$ cat config.mk
export PLATFORM = sky130hd
export DESIGN_NAME = alu_cmd_issuer
export DESIGN_NICKNAME = d
export VERILOG_FILES = /design/src/rtl/alu_cmd_pkg.sv /design/src/rtl/resp_fifo.sv /design/src/rtl/alu_cmd_issuer.sv
export SDC_FILE = /design/constraint.sdc
export NUM_CORES = 1
export LEC_CHECK = 0
export BUFFER_PORTS_ARGS = -buffer_cell sky130_fd_sc_hd__buf_4
export CORE_MARGIN = 10
export CORE_UTILIZATION = 43
export DETAILED_ROUTE_END_ITERATION = 10
export PLACE_DENSITY = 0.78
export SLEW_MARGIN = 15
export SYNTH_ARGS = -nofsm -noshare
export SYNTH_HDL_FRONTEND = slang
export SYNTH_HIERARCHICAL = 1
export SYNTH_SLANG_ARGS = --single-unit
$ cat constraint.sdc
create_clock -name clk -period 1.6 [get_ports clk]
set_input_delay 0.24 -clock clk [delete_from_list [all_inputs] [get_ports clk]]
set_output_delay 0.24 -clock clk [all_outputs]
set_load 0.02 [all_outputs]
$ cat src/rtl/alu_cmd_pkg.sv
// Shared types and widths for the ALU command issuer.
package alu_cmd_pkg;

   localparam int unsigned DATA_W = 4;
   localparam int unsigned OP_W   = 3;

   // Opcode encoding seen by the external ALU.
   typedef enum logic [OP_W-1:0] {
      OP_ADD = 3'd0,
      OP_SUB = 3'd1,
      OP_AND = 3'd2,
      OP_OR  = 3'd3,
      OP_XOR = 3'd4,
      OP_NOT = 3'd5,
      OP_SHL = 3'd6,
      OP_SHR = 3'd7
   } opcode_e;

   // Issue sequencer states.
   typedef enum logic [0:0] {
      IDLE  = 1'b0,
      ISSUE = 1'b1
   } state_e;

   // One response FIFO entry.
   typedef struct packed {
      logic [DATA_W-1:0] result;
      logic              carry;
   } rsp_t;

endpackage

$ cat src/rtl/resp_fifo.sv
// Synchronous FIFO with first-word-fall-through head and occupancy count.
module resp_fifo #(
   parameter int unsigned WIDTH = 5,
   parameter int unsigned DEPTH = 2,
   localparam int unsigned PTR_W = (DEPTH > 1) ? $clog2(DEPTH) : 1,
   localparam int unsigned CNT_W = $clog2(DEPTH + 1)
) (
   input  logic             clk,
   input  logic             rst_n,
   input  logic             push,
   input  logic [WIDTH-1:0] wdata,
   input  logic             pop,
   output logic [WIDTH-1:0] rdata,
   output logic             full,
   output logic             empty,
   output logic [CNT_W-1:0] count
);

   logic [WIDTH-1:0] mem [DEPTH];
   logic [PTR_W-1:0] wptr_q;
   logic [PTR_W-1:0] rptr_q;
   logic [CNT_W-1:0] count_q;
   logic             do_pop;

   // Pointers wrap at DEPTH, which need not be a power of two.
   function automatic logic [PTR_W-1:0] ptr_inc(input logic [PTR_W-1:0] p);
      if (p == PTR_W'(DEPTH - 1)) begin
         return '0;
      end
      return p + PTR_W'(1);
   endfunction

   assign full   = (count_q == CNT_W'(DEPTH));
   assign empty  = (count_q == '0);
   assign count  = count_q;
   assign do_pop = pop && !empty;
   // Head reads as zero when empty so stale data never leaks out.
   assign rdata  = empty ? '0 : mem[rptr_q];

   // Storage write; no reset needed since reads are gated by empty.
   always_ff @(posedge clk) begin
      if (push) begin
         mem[wptr_q] <= wdata;
      end
   end

   // Pointer and occupancy bookkeeping; push+pop leaves count unchanged.
   always_ff @(posedge clk or negedge rst_n) begin
      if (!rst_n) begin
         wptr_q  <= '0;
         rptr_q  <= '0;
         count_q <= '0;
      end else begin
         if (push) begin
            wptr_q <= ptr_inc(wptr_q);
         end
         if (do_pop) begin
            rptr_q <= ptr_inc(rptr_q);
         end
         unique case ({push, do_pop})
            2'b10:   count_q <= count_q + CNT_W'(1);
            2'b01:   count_q <= count_q - CNT_W'(1);
            default: count_q <= count_q;
         endcase
      end
   end

endmodule

$ cat src/rtl/alu_cmd_issuer.sv
// Sequential front end for a 4-bit combinational ALU with accumulator and
// buffered response path.
module alu_cmd_issuer
   import alu_cmd_pkg::*;
#(
   parameter int unsigned DEPTH = 2
) (
   input  logic              clk,
   input  logic              rst_n,
   input  logic              cmd_valid,
   output logic              cmd_ready,
   input  logic [OP_W-1:0]   cmd_op,
   input  logic [DATA_W-1:0] cmd_a,
   input  logic [DATA_W-1:0] cmd_b,
   input  logic              cmd_use_acc,
   output logic [DATA_W-1:0] alu_a,
   output logic [DATA_W-1:0] alu_b,
   output logic [OP_W-1:0]   alu_op,
   input  logic [DATA_W-1:0] alu_result,
   input  logic              alu_carry,
   output logic              rsp_valid,
   input  logic              rsp_ready,
   output logic [DATA_W-1:0] rsp_result,
   output logic              rsp_carry,
   output logic [DATA_W-1:0] acc
);

   localparam int unsigned CNT_W = $clog2(DEPTH + 1);

   state_e           state_q;
   state_e           state_d;
   logic             accept;
   logic             push;
   logic             fifo_full;
   logic             fifo_empty;
   logic [CNT_W-1:0] fifo_count;
   rsp_t             wdata;
   rsp_t             rdata;

   // State register.
   always_ff @(posedge clk or negedge rst_n) begin
      if (!rst_n) begin
         state_q <= IDLE;
      end else begin
         state_q <= state_d;
      end
   end

   // Next state, handshake and push strobe.
   always_comb begin
      state_d   = state_q;
      cmd_ready = 1'b0;
      accept    = 1'b0;
      push      = 1'b0;
      unique case (state_q)
         IDLE: begin
            // Space is reserved at accept time, so the later push cannot overflow.
            cmd_ready = (fifo_count < CNT_W'(DEPTH));
            if (cmd_valid && cmd_ready) begin
               accept  = 1'b1;
               state_d = ISSUE;
            end
         end
         ISSUE: begin
            push    = !fifo_full;
            state_d = IDLE;
         end
         default: state_d = IDLE;
      endcase
   end

   // ALU operand registers and accumulator; operands hold between commands.
   always_ff @(posedge clk or negedge rst_n) begin
      if (!rst_n) begin
         alu_a  <= '0;
         alu_b  <= '0;
         alu_op <= '0;
         acc    <= '0;
      end else begin
         if (accept) begin
            alu_a  <= cmd_use_acc ? acc : cmd_a;
            alu_b  <= cmd_b;
            alu_op <= cmd_op;
         end
         if (push) begin
            acc <= alu_result;
         end
      end
   end

   assign wdata.result = alu_result;
   assign wdata.carry  = alu_carry;

   resp_fifo #(
      .WIDTH (DATA_W + 1),
      .DEPTH (DEPTH)
   ) u_resp_fifo (
      .clk   (clk),
      .rst_n (rst_n),
      .push  (push),
      .wdata (wdata),
      .pop   (rsp_ready),
      .rdata (rdata),
      .full  (fifo_full),
      .empty (fifo_empty),
      .count (fifo_count)
   );

   assign rsp_valid  = !fifo_empty;
   assign rsp_result = rdata.result;
   assign rsp_carry  = rdata.carry;

endmodule

Yosys cells after proc, flatten, opt, wreduce, memory -nomap -nowiden
Memory sizes are Yosys's and may differ from the RTL's.
Cells that the tools add are included.
{"block": "word_totals", "register_bits": 20, "mem_bits_rw": 10, "in_bits": 21, "output_inout_bits": 22, "n_memories": 1}
{"name": "u_resp_fifo.mem", "depth": 2, "word_bits": 5, "rd": 1, "rd_clocked_by_memory_dff": 0, "write_ports": 1, "line_no": "resp_fifo.sv:19", "rtl": "logic [WIDTH-1:0] mem [DEPTH];"}
{"block": "classes", "add_sub_neg": 4, "n_lt_le_gt_ge": 1, "eq_ne": 3, "muxes": 18, "n_bitwise": 1, "reduce_logical": 6}
{"cell": "$mux 1", "count": 14}
{"cell": "$mux 5", "count": 1}
{"cell": "$eq 2x2->1 const B", "count": 2}
{"cell": "$mux 4", "count": 1}
{"cell": "$pmux 2 s2", "count": 1}
{"cell": "$add 1x1->1 const B", "count": 2}
{"cell": "$add 2x1->2 const B", "count": 1}
{"cell": "$eq 2x1->1 const B", "count": 1}
{"cell": "$logic_and 1x1->1", "count": 2}
{"cell": "$logic_not 1->1", "count": 2}
{"cell": "$logic_not 2->1", "count": 1}
{"cell": "$lt 2x2->1 const B", "count": 1}
{"cell": "$pmux 1 s2", "count": 1}
{"cell": "$reduce_bool 2->1", "count": 1}
{"cell": "$sub 2x1->2 const B", "count": 1}
{"cell": "$not 1->1", "count": 1}

Longest topological paths before layout
Gate-level depths: netlist of the first run.
{"block": "depth", "depth_word": 5, "depth_mapped": 8, "mapped_depth_nobuf": 7}

Modules after synthesis
The synthesis of the first run kept the hierarchy.
{"module": "alu_cmd_issuer", "instances": 1, "cells_each": 41, "area_per_inst_um2": 663.1, "seq_area_each_um2": 400.4}
{"module": "resp_fifo", "instances": 1, "cells_each": 38, "area_per_inst_um2": 569.3, "seq_area_each_um2": 400.4}

Worst setup path before layout of the first run
OpenSTA, ideal clock, no wires.
{"block": "synth_timing", "path_type": "reg2reg", "startpoint": "register u_resp_fifo.count_q[1], in the netlist u_resp_fifo/count[1]", "endpoint": "register u_resp_fifo.count_q[1], in the netlist u_resp_fifo/count[1]", "t_arrival_ns": 1.483, "required_time_ns": 1.521, "path_slack_ns": 0.038, "stages_incl_launch_ff": 8, "path_buffers": 1, "synth_period_minus_slack_ns": 1.562, "path_cell_list": "dfrtp_1 nor2b_1 nor2b_1 clkbuf_2 inv_1 ha_1 nor2_1 xor2_1"}
{"block": "synth_via", "elab_chain_len": 5}
{"element": "from (decl)", "line_no": "resp_fifo.sv:22", "rtl": "logic [CNT_W-1:0] count_q;"}
{"element": "from (signal assigned)", "line_no": "resp_fifo.sv:61", "rtl": "2'b10: count_q <= count_q + CNT_W'(1);"}
{"element": "from (signal assigned)", "line_no": "resp_fifo.sv:62", "rtl": "2'b01: count_q <= count_q - CNT_W'(1);"}
{"element": "from (signal assigned)", "line_no": "resp_fifo.sv:63", "rtl": "default: count_q <= count_q;"}
{"element": "$eq 2x2->1 *", "line_no": "resp_fifo.sv:33", "rtl": "assign full = (count_q == CNT_W'(DEPTH));"}
{"element": "net fifo_full", "line_no": "alu_cmd_issuer.sv:34", "rtl": "logic fifo_full;"}
{"element": "$logic_not 1->1 *", "line_no": "alu_cmd_issuer.sv:65", "rtl": "push = !fifo_full;"}
{"element": "$mux 1 *", "line_no": "alu_cmd_issuer.sv:55", "rtl": "unique case (state_q)"}
{"element": "net push", "line_no": "alu_cmd_issuer.sv:33", "rtl": "logic push;"}
{"element": "$eq 2x1->1 or $eq 2x2->1 (tied branches)", "line_no": "resp_fifo.sv:60", "rtl": "unique case ({push, do_pop})"}
{"element": "$pmux 2 s2 or $reduce_bool 2->1 (tied branches)"}
The timed path passes the listed nets; every way through them passes the cells marked *.
A chain may end at the register's enable or synchronous reset.

Worst setup path after layout of the first run
{"block": "layout_timing", "startpoint": "register u_resp_fifo.count_q[1], in the netlist u_resp_fifo/count[1]", "endpoint": "output rsp_result[2]"}
{"block": "layout_via", "elab_chain_len": 2}
{"element": "$logic_not 2->1", "line_no": "resp_fifo.sv:34", "rtl": "assign empty = (count_q == '0);"}
{"element": "net fifo_empty", "line_no": "alu_cmd_issuer.sv:35", "rtl": "logic fifo_empty;"}
{"element": "$mux 5", "line_no": "resp_fifo.sv:38", "rtl": "assign rdata = empty ? '0 : mem[rptr_q];"}
{"element": "to (decl)", "line_no": "alu_cmd_issuer.sv:23", "rtl": "output logic [DATA_W-1:0] rsp_result,"}
The timed path passes the listed nets, and every way through them passes these cells.

==> results.yml, run 1 <==
yosys:
  synth_async_sr_flop_share_pct: 66.7
  synth_area_leaders: "dfrtp_1, edfxtp_1, mux2_2, mux2i_1, nor2_1"
  synth_enable_flop_cells: 10
  synth-main-ff-cell: "dfrtp_1"
  syn_area_per_cell_um2: 15.6
  synthTopCellsByCount: "dfrtp_1, mux2_2, edfxtp_1, nor2_1, mux2i_1"
  syn_area_um2: 1230
  yosysSeqAreaShare_pct: 65.0
  synth_top_area_share_pct: 40.6
  synth_seq_cells: 30
  synth_nets: 101
  yosysTopAreaCell: "dfrtp_1"
  synth_most_common_cell: "dfrtp_1"
  ys_warn_count: 6
  syn_inst: 79
  synth.distinct_cells: 17
place:
  dp_hpwl_mm: 2.00
  port_buffers: 42
  place_ws_ps: 168
  place_congestion: 0.711
global_routing:
  busiest_layer: "met2"
  grt_pass1_wl_mm: 3.99
  grt_max_degree: 21
  antenna_found_initial: 0
  use_met1_pct: 9.78
  grtUsageMet2_pct: 14.0
  grtUsageMet3_pct: 8.48
  globalRouteOverflowTotal: 0
  grt_pass1_vias: 881
  track_usage_pct: 9.43
route:
  drtAntennaViolNets: 0
  routed_wl_mm: 2.46
  drc_errors: 0
  viasPerCell: 4.72
  first_pass_iters: 2
  wire_per_inst_um: 15.2
  vias: 764
  initialDrtViolationCount: 7
pwr:
  power_density_nw_per_um2: 2030
  p_leak_nw: 0.758
  total_power_w: 0.00342
  vdd_drop_max_mv: 1.25
hold_path:
  worstHoldPathType: "in2reg"
final_layout:
  n_antenna_cell: 0
  finalNetCount: 152
  drive_gt1_share_pct: 58.0
  multi_input_area_um2: 408
  area_delta_synth_final_pct: 36.5
  register_area_um2: 803
  fillCellCount: 228
clock_tree:
  clk_pin_slew_ps: 100
  cts_buffers: 5
  insertion_delay_ps: 320
  cts_setup_buffers: 0
  numClockSinks: 30
  cts-root-buf: "clkbuf_4"
  cts_tree: "done"
  htree_levels: 2
  clockBufferDepth: 2
critical_path:
  rr_endpoint: "u_resp_fifo/count[1]$_DFFE_PN0P_"
  crit_type: "reg2out"
  worstReg2RegStart: "u_resp_fifo/count[1]$_DFFE_PN0P_"
  crit_fanout: 6
  max_stage_delay_ps: 400
  crit_family: "buffers and inverters"
  ff2ff_path_depth: 6
  cpMostUsedCell: "buf_6"
  reg2reg_slack_ps: 100
  startpoint: "u_resp_fifo/count[1]$_DFFE_PN0P_"
  cp.depth: 5
  cp-start-kind: "register"
  crit_end: "rsp_result[2]"
  critPathArrivalTime_ps: 1270
  cp_slowest_cell: "dfrtp_1"
  path_buf_inv: 3
  cp_cell_sequence: "buf_6 > nor2_4 > buf_6 > nor2_1 > buf_4"
  cp-end-kind: "output pin"
  critPathRequiredTime_ps: 1360
flow_run:
  drv_cap: 0
outcome:
  status: "finished clean"
sta:
  min_period_ps: 1510
  finalCritPeriodShare_pct: 94.3
  slew_headroom_pct: 74.4
  hold_viol_final: 0
  clock_skew_ps: 14.1
  fmax_mhz: 663
  tightestPinTransition_ps: 382
  setup_slack_ps: 91.1
  setup_viol: 0
  slew_viol_final: 0
floorplan:
  die_h_um: 73.5
  chipWidth_um: 73.5
  core_um2: 2760
  ios: 43
  initial_core_util_pct: 44.7
  die_area_um2: 5410
  row_count: 19
==> state kept, by name, summed over array words and instances (netlist names) <==
register,count
acc,4
alu_a,4
alu_b,4
alu_op,3
state_q,1
u_resp_fifo/count,2
u_resp_fifo/mem,10
u_resp_fifo/rptr_q,1
u_resp_fifo/wptr_q,1
==> stage by stage <==
stage,utilization (%),std cells,hold WS (ps),instance area [um2],setup TNS [ps]
after detailed placement,58.3,153,129,1610,0
after floorplan,-,79,-55.6,1230,0
after global placement,58.3,153,127,1610,0
final,61.0,162,111,1680,0
after global routing,61.0,162,87.3,1680,-2.52
after CTS,60.6,162,103,1670,0
==> logic make-up (layout without fill, tap and decap cells) <==
logic type	count (synthesis)	in the layout	share of synthesized area [%]
xor+xnor	5	5	3.55
fa+ha+maj	1	1	1.02
simple gates	14	14	6.70
flops	30	30	65.0
buf+inv	5	57	2.33
mux	24	24	21.4
==> worst min path at each step <==
| stage | start | cells after the start | endpoint |
|---|---|---|---|
| 2_1_floorplan | rst_n | 0 | acc[0]$_DFFE_PN0P_ |
| 3_3_place_gp | rst_n | 1 | alu_b[3]$_DFFE_PN0P_ |
| 3_5_place_dp | rst_n | 1 | alu_b[2]$_DFFE_PN0P_ |
| 4_1_cts | alu_result[3] | 1 | u_resp_fifo/mem[0][4]$_DFFE_PP_ |
| 5_1_grt | alu_carry | 1 | u_resp_fifo/mem[1][0]$_DFFE_PP_ |
| 6_report | alu_carry | 1 | u_resp_fifo/mem[1][0]$_DFFE_PP_ |
==> placed cells by master (no fill, tap or decap), types with 2 or more instances in the layout <==
cell type,count
buf_4,43
mux2_2,19
dfrtp_1,18
edfxtp_1,10
nor2_1,8
clkbuf_4,5
mux2i_1,5
xor2_1,3
inv_1,2
nor2b_1,2
buf_6,2
xnor2_1,2
dfrtp_2,2
==> per-layer routing <==
| metal | share of wire, % | up-vias |
|---|---|---|
| met1 | 40 | 350 |
| li1 | - | 376 |
| met5 | 0 | - |
| met2 | 44 | 36 |
| met4 | 0.49 | 0 |
| met3 | 15 | 2 |
==> power by group <==
part | switching [W] | internal [W]
logic | 0.000829 | 0.000865
registers | 0.000206 | 0.00111
clock network | 0.000245 | 0.000165
total | 0.00128 | 0.00214
==> final cells by class <==
cell class	count	share of cell area (%)
flip-flops and latches	30	47.7
clock buffers	6	2.45
repair buffers	47	22.3
well taps	31	2.30
multi-input cells	44	24.2
inverters	2	0.446
clock inverters	2	0.520
==> repair_timing <==
item                                    4_1_cts  5_1_grt
endpoints found under the setup margin        1        6
gates resized for setup                       1        4
hold buffers                                  1        0
hold endpoints to repair                     20        0
Power figures use the tool's default switching activity.
==> run 2: changes to the inputs <==
==> constraint.sdc (replaced) <==
create_clock -name clk -period 1.3 [get_ports clk]
set_input_delay 0.195 -clock clk [delete_from_list [all_inputs] [get_ports clk]]
set_output_delay 0.195 -clock clk [all_outputs]
set_load 0.02 [all_outputs]
==> results.yml, run 2 (same netlist as run 1, synthesis figures left out) <==
clock_tree:
  htree_levels: 2
  insertion_delay_ps: 330
  cts-root-buf: "clkbuf_4"
  clk_pin_slew_ps: 100
  cts_tree: "done"
  cts_buffers: 5
  clockBufferDepth: 2
  numClockSinks: 30
sta:
  clock_skew_ps: 6.61
  slew_viol_final: 0
  setup_tns_ps: -3020
  finalCritPeriodShare_pct: 114
  slew_headroom_pct: 80.9
  setup_viol: 23
  tightestPinTransition_ps: 287
  min_period_ps: 1480
  rsz0062_at_grt: "yes"
  setup_slack_ps: -183
  hold_viol_final: 0
  fmax_mhz: 674
floorplan:
  ios: 43
  die_h_um: 73.5
  core_um2: 2760
  chipWidth_um: 73.5
  row_count: 19
  initial_core_util_pct: 44.7
  die_area_um2: 5410
final_layout:
  area_delta_synth_final_pct: 52.2
  layout_common_cells: "buf_4, dfrtp_1, mux2_4"
  top_register: "u_resp_fifo/mem"
  largest_reg_flops: 10
  layout_commonest_cell: "buf_4"
  finalInstanceArea_um2: 1880
  finalNetCount: 161
  n_antenna_cell: 0
  drive_gt1_share_pct: 67.1
outcome:
  failed_checks: "negative setup slack"
  status: "complete, but fails checks"
place:
  place_congestion: 0.771
  port_buffers: 42
  dp_hpwl_mm: 2.06
  postPlaceCellArea_um2: 1650
hold_path:
  hp-start: "alu_carry"
  whs_endpoint: "u_resp_fifo/mem[1][0]$_DFFE_PP_"
  worstHoldPathType: "in2reg"
  hold_depth: 1
route:
  first_pass_iters: 4
  drc_errors: 0
  routed_wl_mm: 2.81
  viasPerCell: 4.78
  drtAntennaViolNets: 0
  initialDrtViolationCount: 34
  vias: 817
  wire_per_inst_um: 16.5
critical_path:
  cp-end-kind: "output pin"
  worstReg2RegStart: "u_resp_fifo/count[1]$_DFFE_PN0P_"
  crit_type: "reg2out"
  ff2ff_path_depth: 4
  reg2reg_slack_ps: -160
  crit_fanout: 6
  critPathRequiredTime_ps: 1110
  cp-start-kind: "register"
  critPathArrivalTime_ps: 1290
  rr_endpoint: "alu_a[1]$_DFFE_PN0P_"
pwr:
  power_density_nw_per_um2: 2540
  total_power_w: 0.00476
  p_leak_nw: 0.864
  vdd_drop_max_mv: 1.74
global_routing:
  grt_pass1_vias: 929
  grt_max_degree: 21
  antenna_found_initial: 0
  globalRouteOverflowTotal: 0
  grt_pass1_wl_mm: 4.47
  track_usage_pct: 10.8
flow_run:
  drv_cap: 0
## run 2: worst max-delay path by stage
stage / depth (start not counted) / from / slack (ps) / end
after floorplan: 8 / u_resp_fifo/count[1]$_DFFE_PN0P_ / -200 / u_resp_fifo/count[1]$_DFFE_PN0P_
after global placement: 7 / u_resp_fifo/count[1]$_DFFE_PN0P_ / -150 / u_resp_fifo/count[1]$_DFFE_PN0P_
after detailed placement: 7 / u_resp_fifo/count[1]$_DFFE_PN0P_ / -200 / u_resp_fifo/count[1]$_DFFE_PN0P_
after CTS: 5 / u_resp_fifo/count[1]$_DFFE_PN0P_ / -200 / rsp_result[2]
after global routing: 5 / u_resp_fifo/count[1]$_DFFE_PN0P_ / -260 / rsp_result[0]
final: 5 / u_resp_fifo/count[1]$_DFFE_PN0P_ / -180 / rsp_result[2]
## run 2: what timing repair did
| action | in CTS | in global routing |
|---|---|---|
| gates resized for setup | 24 | 5 |
| gates cloned | 0 | 1 |
| endpoints found under the setup margin | 34 | 34 |
| hold buffers | 1 | 0 |
| hold endpoints to repair | 20 | 0 |
| pin swaps | 3 | 2 |
| buffers inserted | 3 | 1 |
## run 2: where the power goes
| group | switching [W] | internal (W) | total [W] | leakage, nW |
|---|---|---|---|---|
| clock network | 0.000331 | 0.000201 | 0.000531 | 0.0286 |
| logic | 0.00116 | 0.00142 | 0.00258 | 0.510 |
| registers | 0.000278 | 0.00137 | 0.00165 | 0.325 |
## run 2: through the flow
stage	std cells	hold WS [ps]	util, %	setup slack [ps]
after floorplan	79	-101	-	-196
after global placement	157	87.2	60.0	-148
after detailed placement	157	92.0	60.0	-201
after CTS	169	39.8	66.2	-201
after global routing	171	19.6	68.0	-259
final	171	54.4	68.0	-183
## run 2: critical path: stages (launching register included)
cell,delay (ps)
dfrtp_2,420
buf_6,130
nor2_4,90
buf_6,120
nor2_1,50
buf_4,150
## run 2: per-layer routing
layer  global-route usage, %  vias up  wire length [um]
met4                    2.48        0                 0
met1                    11.8      384              1040
li1                        -      395                 -
met3                    9.56        0               439
met2                    15.3       38              1340
met5                       0        -                 0
## run 2: cell type report
cell class	count	area [um2]
Clock inverter	3	16.3
Sequential cell	30	805
Clock buffer	5	37.5
Inverter	2	10.0
Multi-Input combinational cell	44	489
Fill cell	204	882
Tap cell	31	38.8
Timing Repair Buffer	56	479
